<file path="src/rtl/hynoc_egress_sched.sv">
// Wormhole round-robin scheduler for one hynoc egress port: grants one ingress
// requester per packet and releases on stop flit, request drop or idle watchdog.
module hynoc_egress_sched #(
  parameter int NB_PORTS        = 5,
  parameter int LOG2_FIFO_DEPTH = 5,
  parameter int AFULL_MARGIN    = 5,
  parameter int TIMEOUT_WIDTH   = 8,
  localparam int R              = NB_PORTS - 1,
  localparam int SEL_W          = (R > 1) ? $clog2(R) : 1
) (
  input  logic                       router_clk,
  input  logic                       router_arst,
  input  logic [R-1:0]               from_ingress_request,
  input  logic [R-1:0]               from_ingress_write,
  input  logic [R-1:0]               from_ingress_stop,
  input  logic [LOG2_FIFO_DEPTH:0]   wlevel,
  output logic [R-1:0]               to_ingress_grant,
  output logic [R-1:0]               to_ingress_afull,
  output logic [SEL_W-1:0]           sel,
  output logic                       inprocess,
  output logic                       timeout_pulse,
  output logic [15:0]                pkt_count
);

  // A non-positive threshold clamps to zero so afull is constant while granted.
  localparam int THR_INT = (1 << LOG2_FIFO_DEPTH) - AFULL_MARGIN;
  localparam logic [LOG2_FIFO_DEPTH:0] AFULL_THR =
    (THR_INT > 0) ? (LOG2_FIFO_DEPTH+1)'(THR_INT) : '0;
  localparam logic [TIMEOUT_WIDTH-1:0] WD_MAX = '1;

  typedef enum logic {IDLE = 1'b0, BUSY = 1'b1} state_t;

  state_t                   state_q, state_d;
  logic [SEL_W-1:0]         ptr_q, ptr_d;
  logic [SEL_W-1:0]         sel_q, sel_d;
  logic [R-1:0]             grant_q, grant_d;
  logic [R-1:0]             afull_q, afull_d;
  logic                     inprocess_q, inprocess_d;
  logic                     timeout_pulse_q, timeout_pulse_d;
  logic [15:0]              pkt_count_q, pkt_count_d;
  logic [TIMEOUT_WIDTH-1:0] wd_cnt_q, wd_cnt_d;

  logic [SEL_W-1:0]         pick_idx, scan_idx, sel_inc;
  logic                     pick_vld;
  logic                     end_pkt, wd_hit, abort, release_pkt;

  // State register
  always_ff @(posedge router_clk or posedge router_arst) begin
    if (router_arst) begin
      state_q         <= IDLE;
      ptr_q           <= '0;
      sel_q           <= '0;
      grant_q         <= '0;
      afull_q         <= '0;
      inprocess_q     <= 1'b0;
      timeout_pulse_q <= 1'b0;
      pkt_count_q     <= '0;
      wd_cnt_q        <= '0;
    end else begin
      state_q         <= state_d;
      ptr_q           <= ptr_d;
      sel_q           <= sel_d;
      grant_q         <= grant_d;
      afull_q         <= afull_d;
      inprocess_q     <= inprocess_d;
      timeout_pulse_q <= timeout_pulse_d;
      pkt_count_q     <= pkt_count_d;
      wd_cnt_q        <= wd_cnt_d;
    end
  end

  // Cyclic first-set scan starting at the round-robin pointer.
  always_comb begin
    pick_vld = 1'b0;
    pick_idx = '0;
    scan_idx = '0;
    for (int i = 0; i < R; i++) begin
      scan_idx = SEL_W'((int'(ptr_q) + i) % R);
      if (!pick_vld && from_ingress_request[scan_idx]) begin
        pick_vld = 1'b1;
        pick_idx = scan_idx;
      end
    end
    sel_inc = SEL_W'((int'(sel_q) + 1) % R);
  end

  // Next-state logic; a stop write wins over watchdog and request drop.
  always_comb begin
    end_pkt     = from_ingress_write[sel_q] & from_ingress_stop[sel_q];
    wd_hit      = (wd_cnt_q == WD_MAX);
    abort       = ~from_ingress_request[sel_q];
    release_pkt = (state_q == BUSY) & (end_pkt | wd_hit | abort);
    state_d     = state_q;
    case (state_q)
      IDLE:    if (pick_vld) state_d = BUSY;
      BUSY:    if (release_pkt) state_d = IDLE;
      default: state_d = IDLE;
    endcase
  end

  // Output and datapath registers
  always_comb begin
    ptr_d           = ptr_q;
    sel_d           = sel_q;
    grant_d         = grant_q;
    pkt_count_d     = pkt_count_q;
    timeout_pulse_d = 1'b0;
    wd_cnt_d        = '0;
    if (state_q == IDLE) begin
      grant_d = '0;
      if (pick_vld) begin
        sel_d = pick_idx;
        for (int i = 0; i < R; i++) grant_d[i] = (SEL_W'(i) == pick_idx);
      end
    end else if (release_pkt) begin
      grant_d = '0;
      ptr_d   = sel_inc;
      if (end_pkt) pkt_count_d = pkt_count_q + 16'd1;
      else if (wd_hit) timeout_pulse_d = 1'b1;
    end else begin
      wd_cnt_d = from_ingress_write[sel_q] ? '0 : wd_cnt_q + 1'b1;
    end
    inprocess_d = (state_d == BUSY);
    afull_d     = grant_d & {R{wlevel >= AFULL_THR}};
  end

  assign to_ingress_grant = grant_q;
  assign to_ingress_afull = afull_q;
  assign sel              = sel_q;
  assign inprocess        = inprocess_q;
  assign timeout_pulse    = timeout_pulse_q;
  assign pkt_count        = pkt_count_q;

endmodule

</file>
<file path="config.mk">
export PLATFORM = sky130hd
export DESIGN_NAME = hynoc_egress_sched
export DESIGN_NICKNAME = d
export VERILOG_FILES = /design/src/rtl/hynoc_egress_sched.sv
export SDC_FILE = /design/constraint.sdc
export NUM_CORES = 1
export LEC_CHECK = 0
export CAP_MARGIN = 20
export CORE_MARGIN = 2
export CORE_UTILIZATION = 35
export DETAILED_ROUTE_END_ITERATION = 7
export DONT_BUFFER_PORTS = 1
export HOLD_SLACK_MARGIN = 0.15
export PLACE_DENSITY = 0.5
export SYNTH_ARGS = -nofsm -noshare
export SYNTH_HDL_FRONTEND = slang
export SYNTH_SLANG_ARGS = --single-unit
</file>
<file path="constraint.sdc">
create_clock -name router_clk -period 2.15 [get_ports router_clk]
set_input_delay 0.215 -clock router_clk [delete_from_list [all_inputs] [get_ports router_clk]]
set_output_delay 0.215 -clock router_clk [all_outputs]
set_load 0.02 [all_outputs]
</file>
==> impl_results.html <==
<table>
<tr><th>Metric</th><th>Value</th></tr>
<tr><th colspan="2">GRT</th></tr>
<tr><td>Number of global-route vias before repair</td><td>1364</td></tr>
<tr><td>First-pass GRT wire length</td><td>6330 um</td></tr>
<tr><td>Antenna violations before repair</td><td>0</td></tr>
<tr><td>Final global-route overflow total</td><td>0</td></tr>
<tr><td>Combined global-route utilization of all metal layers</td><td>13.6%</td></tr>
<tr><td>Maximum number of pins on one net before global-route repair</td><td>39</td></tr>
<tr><th colspan="2">Cells and area</th></tr>
<tr><td>Post-Layout Cell Count</td><td>254</td></tr>
<tr><td>Area overhead of the layout relative to synthesis</td><td>12.5%</td></tr>
<tr><td>Share of post-route cells with drive strength above 1</td><td>13.6%</td></tr>
<tr><td>Ant. Diodes</td><td>0</td></tr>
<tr><td>Multi-input gate area</td><td>835 sq um</td></tr>
<tr><td>Reg area</td><td>951 sq um</td></tr>
<tr><td>Final design area excluding fillers</td><td>2070 sq um</td></tr>
<tr><td>Number of fill cells</td><td>501</td></tr>
<tr><td>Nets</td><td>205</td></tr>
<tr><th colspan="2">CTS</th></tr>
<tr><td>Root buf cell</td><td>sky130_fd_sc_hd__clkbuf_8</td></tr>
<tr><td>Clock slew at reported path FFs</td><td>0.08 ns</td></tr>
<tr><td>Postcts setup bufs</td><td>0</td></tr>
<tr><td>Number of clock sinks seen by CTS</td><td>38</td></tr>
<tr><td>CTS buffer count</td><td>5</td></tr>
<tr><td>Post-cts hold buffer count</td><td>2</td></tr>
<tr><td>Number of H-tree levels</td><td>2</td></tr>
<tr><td>PostCTS Resize Cnt</td><td>0</td></tr>
<tr><td>Clock tree from TritonCTS</td><td>yes</td></tr>
<tr><td>Clk_lat worst skew</td><td>0.30 ns</td></tr>
<tr><td>Clock tree buffer depth</td><td>2</td></tr>
<tr><th colspan="2">Setup path</th></tr>
<tr><td>Critical path startpoint category</td><td>flip-flop</td></tr>
<tr><td>Largest fanout of any net on the critical path</td><td>8</td></tr>
<tr><td>Arrival time worst endpoint</td><td>2.10 ns</td></tr>
<tr><td>Type of element capturing the critical path</td><td>flip-flop</td></tr>
<tr><td>Worst setup path class</td><td>flip-flop to flip-flop</td></tr>
<tr><td>Required time of the worst setup path</td><td>2.34 ns</td></tr>
<tr><th colspan="2">Synth</th></tr>
<tr><td>Largest cells by area after synthesis</td><td>sky130_fd_sc_hd__dfrtp_1 52%, sky130_fd_sc_hd__xor2_1 5.7%, sky130_fd_sc_hd__mux4_2 4.9%</td></tr>
<tr><td>Post-synthesis register bit count</td><td>38</td></tr>
<tr><td>Post-synth net total</td><td>195</td></tr>
<tr><td>Warnings from Yosys</td><td>0</td></tr>
<tr><td>Most frequently used flop master after synthesis</td><td>sky130_fd_sc_hd__dfrtp_1</td></tr>
<tr><td>Share of the synthesized area in the top cell type</td><td>51.6%</td></tr>
<tr><td>Area of the mapped netlist</td><td>1840 sq um</td></tr>
<tr><td>Most numerous cell types in the synthesized netlist</td><td>38 x sky130_fd_sc_hd__dfrtp_1, 18 x sky130_fd_sc_hd__nand2_1, 16 x sky130_fd_sc_hd__nor2_1, 14 x sky130_fd_sc_hd__nand3_1, 12 x sky130_fd_sc_hd__xor2_1</td></tr>
<tr><td>Number of flops mapped to enable cells by yosys</td><td>0</td></tr>
<tr><td>Post-synth cell types</td><td>37</td></tr>
<tr><td>Cell taking the most area after synthesis</td><td>sky130_fd_sc_hd__dfrtp_1</td></tr>
<tr><td>Post-synthesis async set-or-reset flop share</td><td>100%</td></tr>
<tr><td>Cell with the most instances after synthesis</td><td>sky130_fd_sc_hd__dfrtp_1</td></tr>
<tr><td>Average cell area after synthesis</td><td>10.7 sq um</td></tr>
<tr><td>Synthesized instance count</td><td>173</td></tr>
<tr><td>Sequential area share after synthesis</td><td>51.6%</td></tr>
<tr><th colspan="2">Route</th></tr>
<tr><td>Routed via count</td><td>1273</td></tr>
<tr><td>WL per Instance</td><td>14.2 um</td></tr>
<tr><td>Routed Antenna Nets</td><td>0</td></tr>
<tr><td>Detailed router's first-iteration violation count</td><td>88</td></tr>
<tr><td>Number of design rule violations left after detail routing</td><td>0</td></tr>
<tr><td>Sum of routed wire length over all layers</td><td>3610 um</td></tr>
<tr><td>Total iterations of the first detailed-routing run</td><td>4</td></tr>
<tr><td>Vias per Instance</td><td>5.01</td></tr>
<tr><th colspan="2">Floorplan</th></tr>
<tr><td>Vertical extent of the die</td><td>76.6 um</td></tr>
<tr><td>Total die area</td><td>5870 sq um</td></tr>
<tr><td>Die width</td><td>76.6 um</td></tr>
<tr><td>Initial standard-cell utilization of the core</td><td>36.1%</td></tr>
<tr><td>Number of I/O pins</td><td>48</td></tr>
<tr><td>Floorplan row count</td><td>26</td></tr>
<tr><td>Area of the placeable core</td><td>5110 sq um</td></tr>
<tr><th colspan="2">Placement</th></tr>
<tr><td>Total cell area at the placement stage</td><td>1940 sq um</td></tr>
<tr><td>Final RePlAce weighted congestion</td><td>0.747</td></tr>
<tr><td>Number of cells in the design after placement</td><td>244</td></tr>
<tr><td>HPWL after DPL</td><td>2750 um</td></tr>
<tr><td>I/O Buffers</td><td>0</td></tr>
<tr><th colspan="2">Power and ir drop</th></tr>
<tr><td>Post-route total power</td><td>2.48 mW</td></tr>
<tr><td>Maximum resistive drop on vdd</td><td>536 uV</td></tr>
<tr><td>Leakage Power</td><td>0.942 nW</td></tr>
<tr><td>PD cells</td><td>1190 nW/um^2</td></tr>
<tr><th colspan="2">Timing</th></tr>
<tr><td>Max transition margin</td><td>68.4%</td></tr>
<tr><td>Shortest period the worst path allows</td><td>1.91 ns</td></tr>
<tr><td>Transition at the pin with the smallest max-transition slack</td><td>0.475 ns</td></tr>
<tr><td>Worst clock skew</td><td>0.00457 ns</td></tr>
<tr><td>Unrepaired setup endpoints after global routing</td><td>no</td></tr>
<tr><td>Maximum clock rate</td><td>523 MHz</td></tr>
<tr><td>Worst slack on hold paths</td><td>0.159 ns</td></tr>
<tr><td>Period Utilization, post-route</td><td>88.9%</td></tr>
<tr><td>Slew Limit Fails</td><td>0</td></tr>
<tr><td>Number of hold violations in the final report</td><td>0</td></tr>
<tr><td>Setup-failing EPs final</td><td>0</td></tr>
<tr><td>Setup Total Neg Slack</td><td>0 ns</td></tr>
<tr><th colspan="2">Status</th></tr>
<tr><td>Result of the run</td><td>finished, final reports clean</td></tr>
<tr><th colspan="2">Hold path</th></tr>
<tr><td>Worst hold path class</td><td>input port to flip-flop</td></tr>
<tr><th colspan="2">Flow run</th></tr>
<tr><td>Number of max-capacitance violations reported</td><td>0</td></tr>
</table>
[power by group]
part,internal [mW],leakage [nW],total [mW],switching (mW)
clock network,0.345,0.0504,0.611,0.266
logic,0.314,0.387,0.659,0.345
registers,0.872,0.504,1.21,0.334
total,1.53,0.942,2.48,0.945
[registers in the layout, indices dropped and copies added (netlist names)]
name / flops
inprocess: 1
pkt_count: 16
ptr_q: 2
sel: 2
timeout_pulse: 1
to_ingress_afull: 4
to_ingress_grant: 4
wd_cnt_q: 8
[critical path, cell delays in order, from the launching register on]
cell	delay [ns]
sky130_fd_sc_hd__dfrtp_1	0.55
sky130_fd_sc_hd__mux4_2	0.58
sky130_fd_sc_hd__o31ai_2	0.13
sky130_fd_sc_hd__nor3b_4	0.11
sky130_fd_sc_hd__a22o_2	0.28
sky130_fd_sc_hd__and2_1	0.15
[worst paths after layout]
kind	from	to	slack, ns	depth (start not counted)
min in group asynchronous	router_arst	pkt_count[5]	0.47	3
max in group asynchronous	router_arst	wd_cnt_q[0]	1.35	3
max reg2reg	sel[0]	to_ingress_afull[3]	0.24	5
min reg2reg	wd_cnt_q[0]	wd_cnt_q[0]	0.49	1
max	sel[0]	to_ingress_afull[3]	0.24	5
min	wlevel[4]	to_ingress_afull[2]	0.16	2
[layout make-up]
cell class	count	area share, %
inverter	10	1.81
sequential	38	45.8
tap	70	4.22
clock inverter	3	2.17
timing repair buffer	6	2.41
multi-input combinational	122	40.2
clock buffer	5	3.32
[cells by family (layout without fill, tap and decap cells)]
kind of cell,count (synthesis),in the layout,synth area share (%)
multiplexers,6,6,6.11
buffers and inverters,13,24,3.19
flip-flops,38,38,51.6
AO/OA/AOI/OAI,18,18,6.85
XOR/XNOR,22,22,10.4
AND/OR/NAND/NOR,74,74,20.5
adder cells (fa/ha/maj),2,2,1.36
[per-layer routing]
metal	GRT usage, %	part of all wire (%)	wire [um]	vias up
met4	5.45	2.3	82	0
met2	21.9	47	1700	41
met3	6.75	8.3	300	8
met1	15.3	42	1530	614
li1	-	-	-	610
met5	0	0	0	-
[stage by stage]
stage,setup slack (ns),utilization [%]
floorplan,0.321,-
global placement,0.237,38.0
detailed placement,0.238,38.0
CTS,0.221,40.6
global route,0.130,40.6
finish,0.239,40.6
[placed cells by master, fill, tap and decap left out, types with 2 or more instances in the layout]
master,Yosys,layout
sky130_fd_sc_hd__dlygate4sd3_1,0,2
sky130_fd_sc_hd__a22o_2,2,2
sky130_fd_sc_hd__a21o_1,2,2
sky130_fd_sc_hd__nand2_1,18,18
sky130_fd_sc_hd__nor4_1,2,2
sky130_fd_sc_hd__inv_1,10,10
sky130_fd_sc_hd__buf_4,0,4
sky130_fd_sc_hd__mux2_2,2,2
sky130_fd_sc_hd__xnor2_1,10,10
sky130_fd_sc_hd__a31oi_1,2,2
sky130_fd_sc_hd__nand3_1,14,14
sky130_fd_sc_hd__clkinvlp_4,0,2
sky130_fd_sc_hd__and2_1,4,4
sky130_fd_sc_hd__clkbuf_8,0,5
sky130_fd_sc_hd__nor2_1,16,16
sky130_fd_sc_hd__xor2_1,12,12
sky130_fd_sc_hd__nor3_1,5,5
sky130_fd_sc_hd__or3_1,2,2
sky130_fd_sc_hd__dfrtp_1,38,38
sky130_fd_sc_hd__mux4_2,4,4
sky130_fd_sc_hd__a21oi_1,5,5
sky130_fd_sc_hd__ha_1,2,2
sky130_fd_sc_hd__o21ai_0,2,2
sky130_fd_sc_hd__and3_1,2,2
sky130_fd_sc_hd__nand4_1,2,2
Note: power is estimated with default switching activity, not from simulation.
